$ cat src/rtl/mem_port_arbiter.sv
// Round-robin arbiter sharing one memory read port among NUM_REQ requesters, with a
// fixed-latency tag pipeline routing read data back. Optional lock feature: ARB_LOCK_EN.
module mem_port_arbiter #(
   parameter int NUM_REQ      = 2,
   parameter int ADDR_WIDTH   = 8,
   parameter int DATA_WIDTH   = 8,
   parameter int READ_LATENCY = 1,
   parameter int LOCK_MAX     = 4
) (
   input  logic                          clk,
   input  logic                          reset,
   input  logic [NUM_REQ-1:0]            req,
   input  logic [NUM_REQ*ADDR_WIDTH-1:0] req_addr,
`ifdef ARB_LOCK_EN
   input  logic [NUM_REQ-1:0]            lock,
`endif
   output logic [NUM_REQ-1:0]            gnt,
   input  logic                          mem_ready,
   output logic                          mem_rd_en,
   output logic [ADDR_WIDTH-1:0]         mem_addr,
   input  logic [DATA_WIDTH-1:0]         mem_rd_data,
   output logic [NUM_REQ-1:0]            rsp_valid,
   output logic [DATA_WIDTH-1:0]         rsp_data
);

   localparam int PTR_W = (NUM_REQ > 1) ? $clog2(NUM_REQ) : 1;

   logic [PTR_W-1:0]      ptr_q, ptr_d;
   logic [ADDR_WIDTH-1:0] mem_addr_q, mem_addr_d;
   logic [NUM_REQ-1:0]    tag_q [READ_LATENCY];
   logic [NUM_REQ-1:0]    tag_d [READ_LATENCY];
   logic [NUM_REQ-1:0]    rsp_valid_q, rsp_valid_d;
   logic [DATA_WIDTH-1:0] rsp_data_q, rsp_data_d;

   logic                  gnt_found;
   logic [PTR_W-1:0]      gnt_idx;
   logic [PTR_W-1:0]      cand;
   logic [PTR_W-1:0]      next_ptr;
   logic                  grant_en;
   logic [NUM_REQ-1:0]    tag_end;

`ifdef ARB_LOCK_EN
   localparam int CNT_W = $clog2(LOCK_MAX + 1);

   logic [CNT_W-1:0]      lock_cnt_q, lock_cnt_d;
   logic [PTR_W-1:0]      lock_owner_q, lock_owner_d;
   int                    lock_run;
`endif

   // Rotating search starting at ptr_q; first asserted request wins.
   // NOTE: every variable written in this block gets a default first, so no latch is inferred.
   always_comb begin
      gnt_found = 1'b0;
      gnt_idx   = '0;
      cand      = '0;
      for (int k = 0; k < NUM_REQ; k++) begin
         cand = PTR_W'((int'(ptr_q) + k) % NUM_REQ);
         if (!gnt_found && req[cand]) begin
            gnt_found = 1'b1;
            gnt_idx   = cand;
         end
      end
   end

   assign grant_en  = reset && mem_ready && gnt_found;
   assign next_ptr  = PTR_W'((int'(gnt_idx) + 1) % NUM_REQ);
   assign gnt       = grant_en ? (NUM_REQ'(1) << gnt_idx) : '0;
   assign mem_rd_en = grant_en;
   // The address bus parks on the last issued address between grants.
   assign mem_addr  = grant_en ? req_addr[gnt_idx*ADDR_WIDTH +: ADDR_WIDTH] : mem_addr_q;

`ifdef ARB_LOCK_EN
   always_comb begin
      ptr_d        = ptr_q;
      lock_cnt_d   = lock_cnt_q;
      lock_owner_d = lock_owner_q;
      lock_run     = 0;
      if (grant_en) begin
         lock_owner_d = gnt_idx;
         if (lock[gnt_idx]) begin
            // A locked grant either extends the owner's run or starts a fresh one.
            lock_run = (gnt_idx == lock_owner_q) ? int'(lock_cnt_q) + 1 : 1;
            if (lock_run >= LOCK_MAX) begin
               ptr_d      = next_ptr;
               lock_cnt_d = '0;
            end else begin
               ptr_d      = gnt_idx;
               lock_cnt_d = CNT_W'(lock_run);
            end
         end else begin
            ptr_d      = next_ptr;
            lock_cnt_d = '0;
         end
      end else if (!lock[lock_owner_q]) begin
         lock_cnt_d = '0;
      end
   end
`else
   always_comb begin
      ptr_d = ptr_q;
      if (grant_en) begin
         ptr_d = next_ptr;
      end
   end
`endif

   // Tag pipeline: one-hot grant vectors travel alongside the memory latency.
   always_comb begin
      tag_d[0] = gnt;
      for (int j = 1; j < READ_LATENCY; j++) begin
         tag_d[j] = tag_q[j-1];
      end
   end

   assign tag_end     = tag_q[READ_LATENCY-1];
   assign mem_addr_d  = mem_addr;
   assign rsp_valid_d = tag_end;
   assign rsp_data_d  = (|tag_end) ? mem_rd_data : rsp_data_q;

   // NOTE: sequential state uses non-blocking assignments so every flop samples pre-edge values.
   always_ff @(posedge clk) begin
      if (!reset) begin
         ptr_q       <= '0;
         mem_addr_q  <= '0;
         rsp_valid_q <= '0;
         rsp_data_q  <= '0;
         for (int j = 0; j < READ_LATENCY; j++) begin
            tag_q[j] <= '0;
         end
`ifdef ARB_LOCK_EN
         lock_cnt_q   <= '0;
         lock_owner_q <= '0;
`endif
      end else begin
         ptr_q       <= ptr_d;
         mem_addr_q  <= mem_addr_d;
         rsp_valid_q <= rsp_valid_d;
         rsp_data_q  <= rsp_data_d;
         for (int j = 0; j < READ_LATENCY; j++) begin
            tag_q[j] <= tag_d[j];
         end
`ifdef ARB_LOCK_EN
         lock_cnt_q   <= lock_cnt_d;
         lock_owner_q <= lock_owner_d;
`endif
      end
   end

   assign rsp_valid = rsp_valid_q;
   assign rsp_data  = rsp_data_q;

endmodule

$ cat config.mk
export PLATFORM = sky130hd
export DESIGN_NAME = mem_port_arbiter
export DESIGN_NICKNAME = d
export VERILOG_FILES = /design/src/rtl/mem_port_arbiter.sv
export SDC_FILE = /design/constraint.sdc
export NUM_CORES = 1
export LEC_CHECK = 0
export BUFFER_PORTS_ARGS = -buffer_cell sky130_fd_sc_hd__buf_2
export CAP_MARGIN = 30
export CORE_MARGIN = 5
export CORE_UTILIZATION = 49
export CTS_BUF_LIST = sky130_fd_sc_hd__clkbuf_2 sky130_fd_sc_hd__clkbuf_4 sky130_fd_sc_hd__clkbuf_8
export DETAILED_ROUTE_END_ITERATION = 8
export GPL_ROUTABILITY_DRIVEN = 1
export PLACE_DENSITY = 0.85
export SLEW_MARGIN = 20
export SYNTH_ARGS = -nofsm -noshare
export SYNTH_HDL_FRONTEND = slang
export SYNTH_SLANG_ARGS = --single-unit
$ cat constraint.sdc
create_clock -name clk -period 3.4 [get_ports clk]
set_clock_uncertainty 0.1 [all_clocks]
set_input_delay 0.51 -clock clk [delete_from_list [all_inputs] [get_ports clk]]
set_output_delay 0.51 -clock clk [all_outputs]
set_load 0.02 [all_outputs]
==> flow_summary.yaml, run 1 <==
drt:
  vias_per_cell: 5.35
  firstDrtPassIters: 4
  ant_nets: 0
  drt_iter0_drc: 16
  drc_errors: 0
  vias: 995
  avgRoutedWirePerCell_um: 12.9
  routed_wl_um: 2400
finish:
  fillCellCount: 182
  layout_common_cells: "49 x buf_2, 21 x dfxtp_1, 16 x nand2_1, 11 x and2_1"
  multi_input_area_um2: 509
  final_common_cell: "buf_2"
  regArea_um2: 420
  stdcell_area_um2: 1240
  n_antenna_cell: 0
  fin_cells: 186
  drive_above_1_share_pct: 34.0
  fin_nets: 189
  area_growth_pct: 27.4
setup_path:
  crit_required_ps: 2790
  worst_ep_arrival_time_ps: 1930
  rrSetupSlack_ps: 1850
  critPathKind: "primary input to output pin"
  worst-path-max-fanout: 22
  worstSetupEndpointType: "output pin"
  crit_path_start_kind: "primary input"
pwr:
  p_leak_uw: 0.000629
  power_density_nw_per_um2: 381
  ir_drop_mv: 0.259
sta:
  relSlewSlack_pct: 55.4
  fin_ws_ps: 857
  rsz0062_at_grt: "false"
  setup_violations: 0
  tns_ps: 0
  min_period_ps: 2540
  hold_violations: 0
  tightest_slew_ps: 667
  max_freq_mhz: 393
  period_share_pct: 74.8
  slew_violations: 0
  holdWs_ps: 361
die:
  initial_core_util_pct: 50.7
  ios: 50
  die_area_um2: 2980
  fp.dieH_um: 54.6
  die_x_um: 54.6
  core_area_um2: 1920
  fp-row-count: 16
clock_tree:
  cts.path.max_buffers: 2
  root_buffer: "clkbuf_4"
  numClockSinks: 21
  htreeDepth: 1
  holdBufCountCts: 0
  cts_setup_buffers: 0
  cts_buffers: 3
  cts_tree: "done"
  clk_latency_ps: 300
  cts_resized: 0
  path_clk_slew_ps: 120
yosys:
  synthesis.instances: 114
  synthesis.area_um2: 973
  yosysWarnings: 0
  yosysSeqAreaShare_pct: 43.2
  syn_nets: 143
  synth_top_area_cell: "dfxtp_1"
  synth_seq_cells: 21
  synthTopCellsByArea: "dfxtp_1 43%, and2_1 7.1%, o31a_1 6.3%, a21boi_0 6.2%, nand2_1 6.2%"
  ys_types: 24
  synth_top_cell_area_share_pct: 43.2
  syn_area_per_cell_um2: 8.54
grt:
  grt_pass1_vias: 991
  grt_max_degree: 23
  grt_antenna_before_repair: 0
  grt_pass1_wl_um: 4000
  overflow: 0
  grt_usage_pct: 18.2
placed_design:
  place_area_um2: 1210
  dp_cells: 182
  gp_congestion: 0.742
  dpl.hpwl_um: 1800
  place_ws_ps: 870
  io_buffers: 49
run_status:
  status: "completed"
run:
  max-cap-violations: 0
worst_hold_path:
  hold_class: "primary input to flip-flop"
[report_power, final]
part           switching, uW  internal, uW  total, uW
Combinational           53.5          39.3       92.9
Sequential              5.26           257        262
Clock                   73.9          43.8        118
Total                    133           340        473
[kinds of logic (layout without fill, tap and decap cells)]
logic type | after synthesis | count (layout) | synth area share, %
simple gates | 56 | 56 | 31.6
compound gates | 28 | 28 | 20.7
flops | 21 | 21 | 43.2
buf+inv | 9 | 54 | 4.50
[stage by stage]
stage          power (uW)  util, %
2_1_floorplan         326        -
3_3_place_gp          358     63.1
3_5_place_dp          360     63.1
4_1_cts               475     64.5
5_1_grt               496     64.5
6_report              473     64.5
[Yosys cell counts, drive strengths merged]
master  count
dfxtp      21
nand2      16
and2       12
a21boi      9
o21ai       8
and3        7
nor3        7
o31a        7
or3         7
clkbuf      5
buf         3
nor2b       2
nor3b       2
a22oi       1
a32o        1
and4b       1
inv         1
nor2        1
o211ai      1
o21a        1
or2         1
[cell type report]
type / instances / share of cell area (%)
multi-input cells: 84 / 41.1
flip-flops and latches: 21 / 33.9
repair buffers: 49 / 19.8
well taps: 27 / 2.72
clock buffers: 3 / 1.82
clock inverters: 1 / 0.404
inverters: 1 / 0.303
[worst max-delay path, cell delays in order]
cell and delay, ps:
buf_2 300, o211ai_1 350, and2_1 290, or3_1 310, buf_2 170
[path summary, 6_finish.rpt]
check             depth (start not counted)      startpoint             to
setup reg to reg                          3           ptr_q  mem_addr_q[1]
hold / removal                            3  mem_rd_data[6]    rsp_data[6]
hold reg to reg                           2     rsp_data[1]    rsp_data[1]
setup / recovery                          5           reset    mem_addr[2]
[state kept, by name, summed over array words and instances, names as in the netlist]
name        flops
rsp_valid       2
tag_q           2
rsp_data        8
mem_addr_q      8
ptr_q           1
[routing by layer]
| layer | global-route usage [%] | wire length (um) |
|---|---|---|
| met1 | 20.3 | 960 |
| met2 | 32.9 | 1200 |
| met3 | 4.36 | 222 |
| met4 | 7.05 | 17 |
| met5 | 0 | 0 |
Power figures use the tool's default switching activity.
==> run 2, diff against run 1 <==
- CORE_UTILIZATION: 49 -> 41
- PLACE_DENSITY: 0.85 -> 0.76
- clock period: 3.4 -> 2.2 ns (I/O delays scaled with it)
==> flow_summary.yaml, run 2 (synthesis gave the netlist of run 1 again) <==
grt:
  grt_antenna_before_repair: 0
  grt_pass1_wl_um: 3880
  grt_max_degree: 13
  overflow: 0
  grt_usage_pct: 14.3
  grt_pass1_vias: 937
die:
  ios: 50
  fp-row-count: 17
  initial_core_util_pct: 43.6
  die_x_um: 58.7
  fp.dieH_um: 58.7
  core_area_um2: 2230
  die_area_um2: 3450
clock_tree:
  path_clk_slew_ps: 110
  numClockSinks: 21
  cts_tree: "done"
  cts.path.max_buffers: 2
  clk_latency_ps: 300
  root_buffer: "clkbuf_4"
  cts_buffers: 3
  holdBufCountCts: 0
  htreeDepth: 1
sta:
  tightest_slew_ps: 664
  min_period_ps: 2050
  slew_violations: 0
  period_share_pct: 93.1
  max_freq_mhz: 488
  setup_violations: 0
  holdWs_ps: 191
  relSlewSlack_pct: 55.6
  hold_violations: 0
setup_path:
  crit_path_start_kind: "flip-flop"
  worstSetupEndpointType: "output pin"
  r2r_end: "mem_addr_q[5]"
  worst-path-max-fanout: 11
  critPathKind: "flip-flop to output pin"
  worst_ep_arrival_time_ps: 1620
  reg2reg_from: "ptr_q"
  rrSetupSlack_ps: 920
  crit_required_ps: 1770
  r2r_cells: 3
finish:
  fin_nets: 192
  area_growth_pct: 30.5
  stdcell_area_um2: 1270
  fin_cells: 190
  n_antenna_cell: 0
  layout_common_cells: "49 x buf_2, 21 x dfxtp_1, 16 x nand2_1, 11 x and2_1"
  drive_above_1_share_pct: 35.8
  final_common_cell: "buf_2"
pwr:
  ir_drop_mv: 0.434
  finalPower_uw: 747
  p_leak_uw: 0.000645
  power_density_nw_per_um2: 588
drt:
  drt_iter0_drc: 33
  vias_per_cell: 5.23
  routed_wl_um: 2370
  avgRoutedWirePerCell_um: 12.5
  firstDrtPassIters: 4
  ant_nets: 0
  vias: 993
  drc_errors: 0
worst_hold_path:
  hp-start: "mem_rd_data[3]"
  hold_class: "primary input to flip-flop"
  hold_end: "rsp_data[3]"
  holdPathStages: 3
placed_design:
  dp_cells: 186
  io_buffers: 49
  place_area_um2: 1240
  gp_congestion: 0.752
  dpl.hpwl_um: 1790
run_status:
  status: "completed"
run:
  max-cap-violations: 0
## run 2: cell count changes in the layout (fill, tap and decap cells not counted), sizes merged
cell / change
clkbuf: +1
clkinv: -1
buf: +3
## run 2: final cells by class
type                    instances  area [um^2]
fillers                       198          963
multi-input cells              84          513
flip-flops and latches         21          420
repair buffers                 52          268
well taps                      28         35.0
clock buffers                   4         30.0
inverters                       1         3.75
## run 2: worst max path at each step
stage | startpoint | to | cells past startpoint
3_5_place_dp | req[1] | mem_addr[3] | 5
6_report | ptr_q | mem_addr[3] | 4
3_3_place_gp | reset | mem_addr[3] | 6
5_1_grt | req[1] | mem_addr[6] | 5
2_1_floorplan | req[0] | mem_addr[0] | 4
4_1_cts | ptr_q | mem_addr[3] | 4
## run 2: timing repair
action                     in CTS  in global routing
setup endpoints to repair       0                  8
gates resized for setup         0                  1
buffers inserted                0                  0
## run 2: metrics by stage
stage	worst slack [ps]	TNS, ps	util (%)
finish	153	0	56.9
global route	-0.272	-0.272	56.9
CTS	8.92	0	56.7
detailed placement	134	0	55.4
global placement	164	0	55.4
floorplan	534	0	-
## run 2: power breakdown
group	internal, uW	leakage, uW	total [uW]	switching [uW]
combinational	65.4	0.000455	148	82.6
sequential	397	0.000171	405	8.12
clock	82.9	0.0000184	194	111
## run 2: critical path, cell delays in order, from the launching register on
cell and delay [ps]:
dfxtp_1 400, a21boi_2 150, and3_1 230, or3_1 370, buf_2 170
## run 2: routing by layer
| layer | vias to the layer above | GRT usage, % | part of all wire, % |
|---|---|---|---|
| li1 | 500 | - | - |
| met1 | 442 | 17.6 | 42 |
| met2 | 47 | 22.9 | 44 |
| met3 | 4 | 4.39 | 13 |
| met4 | 0 | 5.83 | 1.2 |
| met5 | - | 0 | 0 |
